===== src/rtl/fxp_div_pkg.sv =====
// Shared definitions for the sequential fixed-point divider: FSM encoding,
// fraction-alignment shift and saturation limits.
package fxp_div_pkg;

  localparam logic [1:0] ST_IDLE   = 2'd0;
  localparam logic [1:0] ST_DIVIDE = 2'd1;
  localparam logic [1:0] ST_FIX    = 2'd2;
  localparam logic [1:0] ST_DONE   = 2'd3;

  // Left shift of the numerator that aligns the quotient to OUT_FRAC.
  function automatic int shift_amt(input int out_frac, input int num_frac, input int den_frac);
    return out_frac - num_frac + den_frac;
  endfunction

  // Largest positive magnitude representable in a signed word of this width.
  function automatic logic [63:0] sat_max_mag(input int width);
    return (64'd1 << (width - 1)) - 64'd1;
  endfunction

  // Largest negative magnitude representable in a signed word of this width.
  function automatic logic [63:0] sat_min_mag(input int width);
    return 64'd1 << (width - 1);
  endfunction

endpackage


===== src/rtl/fxp_div_step.sv =====
// One restoring division iteration: shift the remainder/quotient pair left,
// subtract the divisor when it fits and record the quotient bit.
module fxp_div_step #(
  parameter int QW = 17,
  parameter int RW = 9
) (
  input  logic [RW-1:0] rem,
  input  logic [QW-1:0] quo,
  input  logic [RW-1:0] den,
  output logic [RW-1:0] rem_nxt,
  output logic [QW-1:0] quo_nxt
);

  logic [RW:0] upper;
  logic        ge;

  assign upper   = {rem, quo[QW-1]};
  assign ge      = (upper >= {1'b0, den});
  assign rem_nxt = ge ? RW'(upper - {1'b0, den}) : upper[RW-1:0];
  assign quo_nxt = {quo[QW-2:0], ge};

endmodule


===== src/rtl/fxp_seq_divider.sv =====
// Signed fixed-point restoring divider, one quotient bit per cycle, with
// saturation and tag pass-through. Define FXP_DIV_ROUND_EN for round-half-away.
module fxp_seq_divider
  import fxp_div_pkg::*;
#(
  parameter int NUM_WIDTH = 17,
  parameter int NUM_FRAC  = 8,
  parameter int DEN_WIDTH = 9,
  parameter int DEN_FRAC  = 0,
  parameter int OUT_WIDTH = 17,
  parameter int OUT_FRAC  = 8,
  parameter int TAG_WIDTH = 4
) (
  input  logic                 clk,
  input  logic                 reset,
  input  logic                 in_valid,
  output logic                 in_ready,
  input  logic [NUM_WIDTH-1:0] in_num,
  input  logic [DEN_WIDTH-1:0] in_den,
  input  logic [TAG_WIDTH-1:0] in_tag,
  output logic                 out_valid,
  input  logic                 out_ready,
  output logic [OUT_WIDTH-1:0] out_quot,
  output logic [TAG_WIDTH-1:0] out_tag,
  output logic                 out_dbz,
  output logic                 out_ovf
);

  localparam int SHIFT = shift_amt(OUT_FRAC, NUM_FRAC, DEN_FRAC);
  localparam int QW    = NUM_WIDTH + SHIFT;
  localparam int RW    = DEN_WIDTH;
  localparam int MW    = QW + 1;
  localparam int CW    = $clog2(QW + 1);
  localparam logic [63:0] MAX_MAG = sat_max_mag(OUT_WIDTH);
  localparam logic [63:0] MIN_MAG = sat_min_mag(OUT_WIDTH);

  if (SHIFT < 0) begin : g_shift_chk
    $error("fxp_seq_divider: OUT_FRAC - NUM_FRAC + DEN_FRAC must be >= 0");
  end

  logic [1:0]           state;
  logic [QW-1:0]        quo;
  logic [RW-1:0]        rem;
  logic [RW-1:0]        den_mag;
  logic                 sign;
  logic [TAG_WIDTH-1:0] tag;
  logic [CW-1:0]        count;

  logic [NUM_WIDTH-1:0] num_mag_in;
  logic [RW-1:0]        den_mag_in;
  logic [RW-1:0]        rem_nxt;
  logic [QW-1:0]        quo_nxt;

  // Magnitudes are unsigned so the most negative input converts exactly.
  assign num_mag_in = in_num[NUM_WIDTH-1] ? (~in_num + NUM_WIDTH'(1)) : in_num;
  assign den_mag_in = in_den[DEN_WIDTH-1] ? (~in_den + RW'(1)) : in_den;
  assign in_ready   = (state == ST_IDLE);

  fxp_div_step #(.QW(QW), .RW(RW)) u_step (
    .rem     (rem),
    .quo     (quo),
    .den     (den_mag),
    .rem_nxt (rem_nxt),
    .quo_nxt (quo_nxt)
  );

  logic                 round_inc;
  logic [MW-1:0]        mag;
  logic [63:0]          mag64;
  logic                 sat_pos, sat_neg;
  logic [OUT_WIDTH-1:0] quot_fix;
  logic [OUT_WIDTH-1:0] quot_dbz;

`ifdef FXP_DIV_ROUND_EN
  assign round_inc = ({rem, 1'b0} >= {1'b0, den_mag});
`else
  assign round_inc = 1'b0;
`endif

  // Rounding is applied to the magnitude before sign and saturation.
  assign mag     = {1'b0, quo} + MW'(round_inc);
  assign mag64   = 64'(mag);
  assign sat_pos = !sign && (mag64 > MAX_MAG);
  assign sat_neg =  sign && (mag64 > MIN_MAG);

  always_comb begin
    quot_fix = OUT_WIDTH'(mag64);
    if (sat_pos)      quot_fix = OUT_WIDTH'(MAX_MAG);
    else if (sat_neg) quot_fix = OUT_WIDTH'(MIN_MAG);
    else if (sign)    quot_fix = OUT_WIDTH'(~mag64 + 64'd1);
  end

  always_comb begin
    quot_dbz = '0;
    if (in_num[NUM_WIDTH-1]) quot_dbz = OUT_WIDTH'(MIN_MAG);
    else if (|in_num)        quot_dbz = OUT_WIDTH'(MAX_MAG);
  end

  always_ff @(posedge clk) begin
    if (reset) begin
      state     <= ST_IDLE;
      quo       <= '0;
      rem       <= '0;
      den_mag   <= '0;
      sign      <= 1'b0;
      tag       <= '0;
      count     <= '0;
      out_valid <= 1'b0;
      out_quot  <= '0;
      out_tag   <= '0;
      out_dbz   <= 1'b0;
      out_ovf   <= 1'b0;
    end else begin
      case (state)
        ST_IDLE: begin
          if (in_valid) begin
            tag <= in_tag;
            if (in_den == '0) begin
              out_quot  <= quot_dbz;
              out_tag   <= in_tag;
              out_dbz   <= 1'b1;
              out_ovf   <= 1'b0;
              out_valid <= 1'b1;
              state     <= ST_DONE;
            end else begin
              quo     <= QW'(num_mag_in) << SHIFT;
              rem     <= '0;
              den_mag <= den_mag_in;
              sign    <= in_num[NUM_WIDTH-1] ^ in_den[DEN_WIDTH-1];
              count   <= CW'(QW);
              state   <= ST_DIVIDE;
            end
          end
        end
        ST_DIVIDE: begin
          rem   <= rem_nxt;
          quo   <= quo_nxt;
          count <= count - CW'(1);
          if (count == CW'(1)) state <= ST_FIX;
        end
        ST_FIX: begin
          out_quot  <= quot_fix;
          out_tag   <= tag;
          out_dbz   <= 1'b0;
          out_ovf   <= sat_pos | sat_neg;
          out_valid <= 1'b1;
          state     <= ST_DONE;
        end
        ST_DONE: begin
          if (out_ready) begin
            out_valid <= 1'b0;
            state     <= ST_IDLE;
          end
        end
        default: state <= ST_IDLE;
      endcase
    end
  end

endmodule


===== config.mk =====
export PLATFORM = sky130hd
export DESIGN_NAME = fxp_seq_divider
export DESIGN_NICKNAME = d
export VERILOG_FILES = /design/src/rtl/fxp_div_pkg.sv /design/src/rtl/fxp_div_step.sv /design/src/rtl/fxp_seq_divider.sv
export SDC_FILE = /design/constraint.sdc
export NUM_CORES = 1
export LEC_CHECK = 0
export ABC_AREA = 1
export CORE_MARGIN = 2
export CORE_UTILIZATION = 52
export DETAILED_ROUTE_END_ITERATION = 8
export GPL_ROUTABILITY_DRIVEN = 0
export GPL_TIMING_DRIVEN = 1
export HOLD_SLACK_MARGIN = 0.08
export PLACE_DENSITY = 0.78
export SKIP_CTS_REPAIR_TIMING = 1
export SLEW_MARGIN = 10
export SYNTH_ARGS = -nofsm -noshare
export SYNTH_HDL_FRONTEND = slang
export SYNTH_HIERARCHICAL = 1
export SYNTH_SLANG_ARGS = --single-unit

===== constraint.sdc =====
create_clock -name clk -period 2.15 [get_ports clk]
set_input_delay 0.215 -clock clk [delete_from_list [all_inputs] [get_ports clk]]
set_output_delay 0.215 -clock clk [all_outputs]
set_load 0.03 [all_outputs]

==> results by group, run 1 <==
Setup path
  • Crit path buf inv count: 2
  • Flop2flop setup slack: 0.18 ns
  • Reg2Reg Launch Point: den_mag[0]
  • Critical Setup Path Class: flip-flop to output port
  • CP max stage delay: 0.73 ns
  • Critical-path maximum fanout: 7
  • Crit start category: flip-flop
  • Critical path arrival: 1.85 ns
  • Critical Path End Type: output port
  • Stages on the worst setup path: 3
  • Worst r2r dst: rem[8]
  • Reg2Reg Depth: 11
  • Crit-path slowest cell: clkdlybuf4s50_1
  • CP Cell Sequence: inv_1, ha_1, clkdlybuf4s50_1
  • Worst path required time: 1.93 ns
  • Family with the most delay on the worst path: buffers and inverters

Global routing
  • Initial antenna violation count: 0
  • Vias in the first global route: 5023
  • Remaining global-route overflow: 0
  • Largest net degree at the start of global routing: 36
  • First-pass GRT wire length: 22.3 mm
  • Total GRT Usage: 26.4%

STA
  • Fin. Hold Viols: 0
  • Final worst slack: 0.0861 ns
  • Final slew viol count: 0
  • Worst slew pin tran: 0.629 ns
  • Fmax: 0.485 GHz
  • Fin Hold WS: 0.426 ns
  • Final setup viols: 0
  • Setup TNS: 0 ns
  • Tmin final: 2.06 ns
  • Final worst-path cycle share: 96.0%
  • Unrepaired setup endpoints after global routing: false
  • Slew headroom: 58.0%
  • Clock skew: 0.0171 ns

Route
  • Vias per std cell: 5.43
  • DRC marker count from the first detailed-route iteration: 280
  • Post-route ant nets: 0
  • DR WL/cell: 13.5 um
  • Vias: 5393
  • DRC: 0
  • Post-Route WL: 13.5 mm
  • Drt first pass iters: 5

Cells and area
  • End-of-flow core utilization: 62.9%
  • FILL cells: 946
  • Area occupied by registers: 0.00142 mm^2
  • Multi-input gate area: 0.00310 mm^2
  • Final nets: 911
  • # diodes: 0
  • Share of cells above drive strength 1: 8.01%
  • Area delta synth->final: 18.8%

Die
  • Die Wd: 103 um
  • Die Area: 0.0106 mm^2
  • Die Ht: 103 um
  • Initial core utilization: 52.9%
  • Row cnt: 36
  • Core area: 0.00964 mm^2
  • # IOs: 59

Placement
  • Pre-CTS setup slack: -0.0359 ns
  • PortBufs: 58
  • Dpl hpwl: 10.1 mm

Min path
  • WHS Endpoint: tag[0]
  • Class of the worst hold path: input pin to flip-flop
  • Hold path start: in_tag[0]
  • Hold path cells: 3

Yosys
  • Most common cell in the synthesized netlist: nand2_1
  • Warnings, synthesis: 6
  • Mean Syn Cell Area: 6.32 um^2
  • Post-synth ARST share: 0%
  • Post-synth top area share: 27.9%
  • Post-Syn Area: 0.00510 mm^2
  • FF+latch count, synth: 71
  • Primary FF master, synth: dfxtp_1
  • Commonest cells post-synth: 211 x nand2_1, 83 x a21oi_1, 79 x inv_1
  • Number of synthesized flops with an enable pin: 0
  • Syn nets: 862
  • Synth area leaders: dfxtp_1 28%, nand2_1 16%, a21oi_1 8.1%
  • Seq/Total Area, Yosys: 27.9%
  • Yosys cell types: 40
  • Biggest area consumer among synthesized cells: dfxtp_1
  • Cells after Synth: 807

CTS
  • Clk Latency, worst-skew pair: 0.37 ns
  • Clock root cell: clkbuf_8
  • Clk sinks: 71
  • TritonCTS Buffers: 9
  • CTS tree: yes
  • Clk buf depth: 2
  • Clock transition at path regs: 0.08 ns
  • H-tree levels: 3

Power
  • Leakage power: 0.00274 uW
  • Post-route total power: 8640 uW
  • Worst vdd ir: 983 uV
  • Pwr Density: 1430 mW/mm^2

Job
  • Max capacitance violation total: 0

Outcome
  • Outcome: finished, final reports clean
[power by group]
| part | internal (uW) | switching, uW |
|---|---|---|
| registers | 1740 | 352 |
| logic | 1930 | 3370 |
| clock network | 690 | 556 |
| total | 4360 | 4280 |
[flip-flops by register name, indices dropped and copies added (netlist names)]
signal	count
out_tag	4
tag	4
out_ovf	1
out_quot	17
den_mag	9
rem	9
quo	17
sign	1
state	2
out_dbz	1
count	5
out_valid	1
[worst register-to-register path: cells and delay by family (launching register included)]
family | cells | cell delay [ns]
AO/OA/AOI/OAI | 1 | 0.13
adder cells (fa/ha/maj) | 2 | 0.58
buffers and inverters | 2 | 0.23
flip-flops | 1 | 0.36
AND/OR/NAND/NOR | 6 | 0.61
[cells by family after synthesis]
group	Yosys count	share of synthesized area, %
compound gates	167	17.7
fa+ha+maj	21	5.30
flops	71	27.9
simple gates	394	33.9
xor+xnor	21	3.60
buf+inv	133	11.6
[metrics by stage]
stage	std cells	cell area, um^2
floorplan	807	5100
global placement	978	5820
detailed placement	978	5820
CTS	994	6050
global route	994	6060
finish	994	6060
[cell type report]
cell class | count | share of cell area (%)
clock inverters | 6 | 1.55
inverters | 83 | 5.14
flip-flops and latches | 71 | 23.5
repair buffers | 88 | 13.7
well taps | 133 | 2.75
multi-input cells | 603 | 51.1
clock buffers | 10 | 2.27
[placed cells by master, fill, tap and decap left out, types with 2 or more instances in the layout]
cell type        count
inv_1               79
nor2_4               2
dfxtp_1             71
nand2_4              3
nor3_1               9
inv_2                3
xor2_1              15
xnor2_1              6
buf_12               2
a21oi_2              2
nor2_1              75
nand2_1            211
o211ai_1             3
clkinv_4             3
nor2_8               2
nand2_2              4
a21boi_0            14
bufinv_16            2
a31oi_1              2
o21ai_0             57
a21oi_1             83
o22ai_1              2
nand4_1              9
clkdlybuf4s50_1     58
o21ai_1              2
clkbuf_8            10
buf_4               28
nand3_1             71
ha_1                20
[how the worst max path moves through the flow]
| stage | start | endpoint | slack, ns |
|---|---|---|---|
| finish | state[0] | in_ready | 0.09 |
| global route | state[0] | in_ready | 0.008 |
| CTS | state[0] | in_ready | 0.05 |
| detailed placement | in_den[1] | out_quot[4] | -0.04 |
| global placement | in_den[1] | out_quot[2] | 0.06 |
| floorplan | quo[0] | out_quot[6] | 0.07 |
[metal layers]
metal	wire, um	global-route usage (%)	vias up	part of all wire [%]
met5	0	0	-	0
met4	395	11.2	0	2.9
met3	786	5.56	26	5.8
met2	6380	44.6	180	47
met1	5900	32.5	2478	44
li1	-	-	2709	-
Note: power is estimated with default switching activity, not from simulation.
==> run 2, diff against run 1 <==
--- a/config.mk
+++ b/config.mk
@@ -6,13 +6,15 @@
 export NUM_CORES = 1
 export LEC_CHECK = 0
 export ABC_AREA = 1
+export CELL_PAD_IN_SITES_DETAIL_PLACEMENT = 1
+export CELL_PAD_IN_SITES_GLOBAL_PLACEMENT = 2
 export CORE_MARGIN = 2
-export CORE_UTILIZATION = 52
+export CORE_UTILIZATION = 28
 export DETAILED_ROUTE_END_ITERATION = 8
 export GPL_ROUTABILITY_DRIVEN = 0
 export GPL_TIMING_DRIVEN = 1
 export HOLD_SLACK_MARGIN = 0.08
-export PLACE_DENSITY = 0.78
+export PLACE_DENSITY_LB_ADDON = 0.1
 export SKIP_CTS_REPAIR_TIMING = 1
 export SLEW_MARGIN = 10
 export SYNTH_ARGS = -nofsm -noshare
==> run 2 against run 1 <==
Register-to-register slack about the same. Cell area rose by 5.8%. Combinational power increased by 9.1%. Routed wire length rose by 27%. Core utilization fell by 27 points. Critical path type is now flip-flop to flip-flop. Highest routed layer unchanged.
==> results by group, run 2 (synthesis gave the netlist of run 1 again) <==
STA
  • Final worst slack: 0.182 ns
  • Tmin final: 1.97 ns
  • Worst slew pin tran: 0.570 ns
  • Final slew viol count: 0
  • Unrepaired setup endpoints after global routing: false
  • Clock skew: 0.00734 ns
  • Fin. Hold Viols: 0
  • Slew headroom: 61.9%
  • Fmax: 0.508 GHz
  • Final worst-path cycle share: 91.6%
  • Final setup viols: 0

Die
  • Die Ht: 139 um
  • Initial core utilization: 28.5%
  • # IOs: 59
  • Row cnt: 49
  • Die Area: 0.0193 mm^2
  • Die Wd: 139 um
  • Core area: 0.0179 mm^2

Setup path
  • Reg2Reg Depth: 12
  • CP Cell Sequence: inv_1, ha_1, inv_1, fa_1, nand4_1, nand2_2, nand2_4, nand2_4, nand2_1, o21ai_0, o21ai_0, a21oi_1
  • Worst path required time: 2.37 ns
  • Critical Setup Path Class: flip-flop to flip-flop
  • Flop2flop setup slack: 0.18 ns
  • Crit-path slowest cell: fa_1
  • Reg2Reg Launch Point: quo[16]
  • Worst r2r dst: quo[0]
  • Crit start category: flip-flop
  • Critical-path maximum fanout: 10
  • Critical path arrival: 2.19 ns
  • CP max stage delay: 0.43 ns
  • CP endpoint: quo[0]
  • Critical Path End Type: flip-flop
  • Worst setup startpoint: quo[16]

Power
  • Pwr Density: 1460 mW/mm^2
  • Leakage power: 0.00289 uW
  • Worst vdd ir: 573 uV
  • Post-route total power: 9380 uW

Min path
  • Class of the worst hold path: input pin to flip-flop

Global routing
  • Total GRT Usage: 18.0%
  • Largest net degree at the start of global routing: 36
  • Remaining global-route overflow: 0
  • Initial antenna violation count: 0
  • First-pass GRT wire length: 28.5 mm
  • Vias in the first global route: 5613

Route
  • Drt first pass iters: 4
  • Vias per std cell: 4.77
  • Post-Route WL: 17.0 mm
  • Vias: 5302
  • DR WL/cell: 15.3 um
  • DRC marker count from the first detailed-route iteration: 203
  • Post-route ant nets: 0
  • DRC: 0

Cells and area
  • # diodes: 0
  • Biggest regs: out_quot: 17 flops, quo: 17 flops
  • Final nets: 932
  • Most common cell after layout, fill and taps aside: nand2_1
  • Most frequent cells in the layout: 211 x nand2_1, 83 x a21oi_1, 79 x inv_1
  • Layout Cells excl Fill: 1111
  • FILL cells: 2314
  • Area delta synth->final: 25.7%
  • Share of cells above drive strength 1: 10.1%

CTS
  • Clk sinks: 71
  • H-tree levels: 3
  • CTS tree: yes
  • Clk Latency, worst-skew pair: 0.34 ns
  • Clock transition at path regs: 0.06 ns
  • TritonCTS Buffers: 9
  • Clock root cell: clkbuf_16
  • Clk buf depth: 2

Outcome
  • Outcome: finished, final reports clean

Job
  • Max capacitance violation total: 0

Placement
  • Dpl hpwl: 13.6 mm
  • Pre-CTS setup slack: -0.00496 ns
  • PortBufs: 58
  • # placed instances: 1094
## run 2: through the flow
step	utilization [%]	cell area [um^2]	TNS, ns	hold slack, ns
floorplan	-	5100	0	0.358
global placement	34.1	6100	0	0.452
detailed placement	34.1	6100	-0.00496	0.458
CTS	35.7	6400	-0.0322	0.435
global route	35.8	6410	0	0.449
finish	35.8	6410	0	0.444
## run 2: area by class of cell
| type | count | area (um^2) | share of cell area (%) |
|---|---|---|---|
| Multi-Input combinational cell | 603 | 3090 | 48.2 |
| Sequential cell | 71 | 1420 | 22.2 |
| Timing Repair Buffer | 109 | 1000 | 15.6 |
| Inverter | 83 | 312 | 4.86 |
| Tap cell | 229 | 287 | 4.47 |
| Clock buffer | 10 | 229 | 3.57 |
| Clock inverter | 6 | 68.8 | 1.07 |
## run 2: worst min-delay path by stage
stage / start / to / slack, ns / cells past startpoint
floorplan: in_tag[0] / tag[0] / 0.36 / 2
global placement: out_valid / out_valid / 0.45 / 2
detailed placement: out_tag[0] / out_tag[0] / 0.46 / 2
CTS: in_tag[2] / tag[2] / 0.43 / 3
global route: in_tag[2] / tag[2] / 0.45 / 3
finish: in_tag[2] / tag[2] / 0.44 / 3
## run 2: power by group
part           total [uW]  switching [uW]  internal, uW
clock                1510             608           907
sequential           2080             337          1750
combinational        5780            3640          2150
total                9380            4580          4800
## run 2: critical path: cells and delay by family, from the launching register on
kind / cells / cell delay (ns)
AOI/OAI and AO/OA: 3 / 0.33
adders and majority gates: 2 / 0.56
buffers and inverters: 2 / 0.13
DFF: 1 / 0.33
and+or+nand+nor: 5 / 0.49
## run 2: routing by layer
metal	global-route usage [%]	wire [um]	vias up
li1	-	-	2743
met1	23.7	8440	2496
met2	30.6	7970	47
met3	2.94	342	16
met4	5.00	273	0
met5	0	0	-
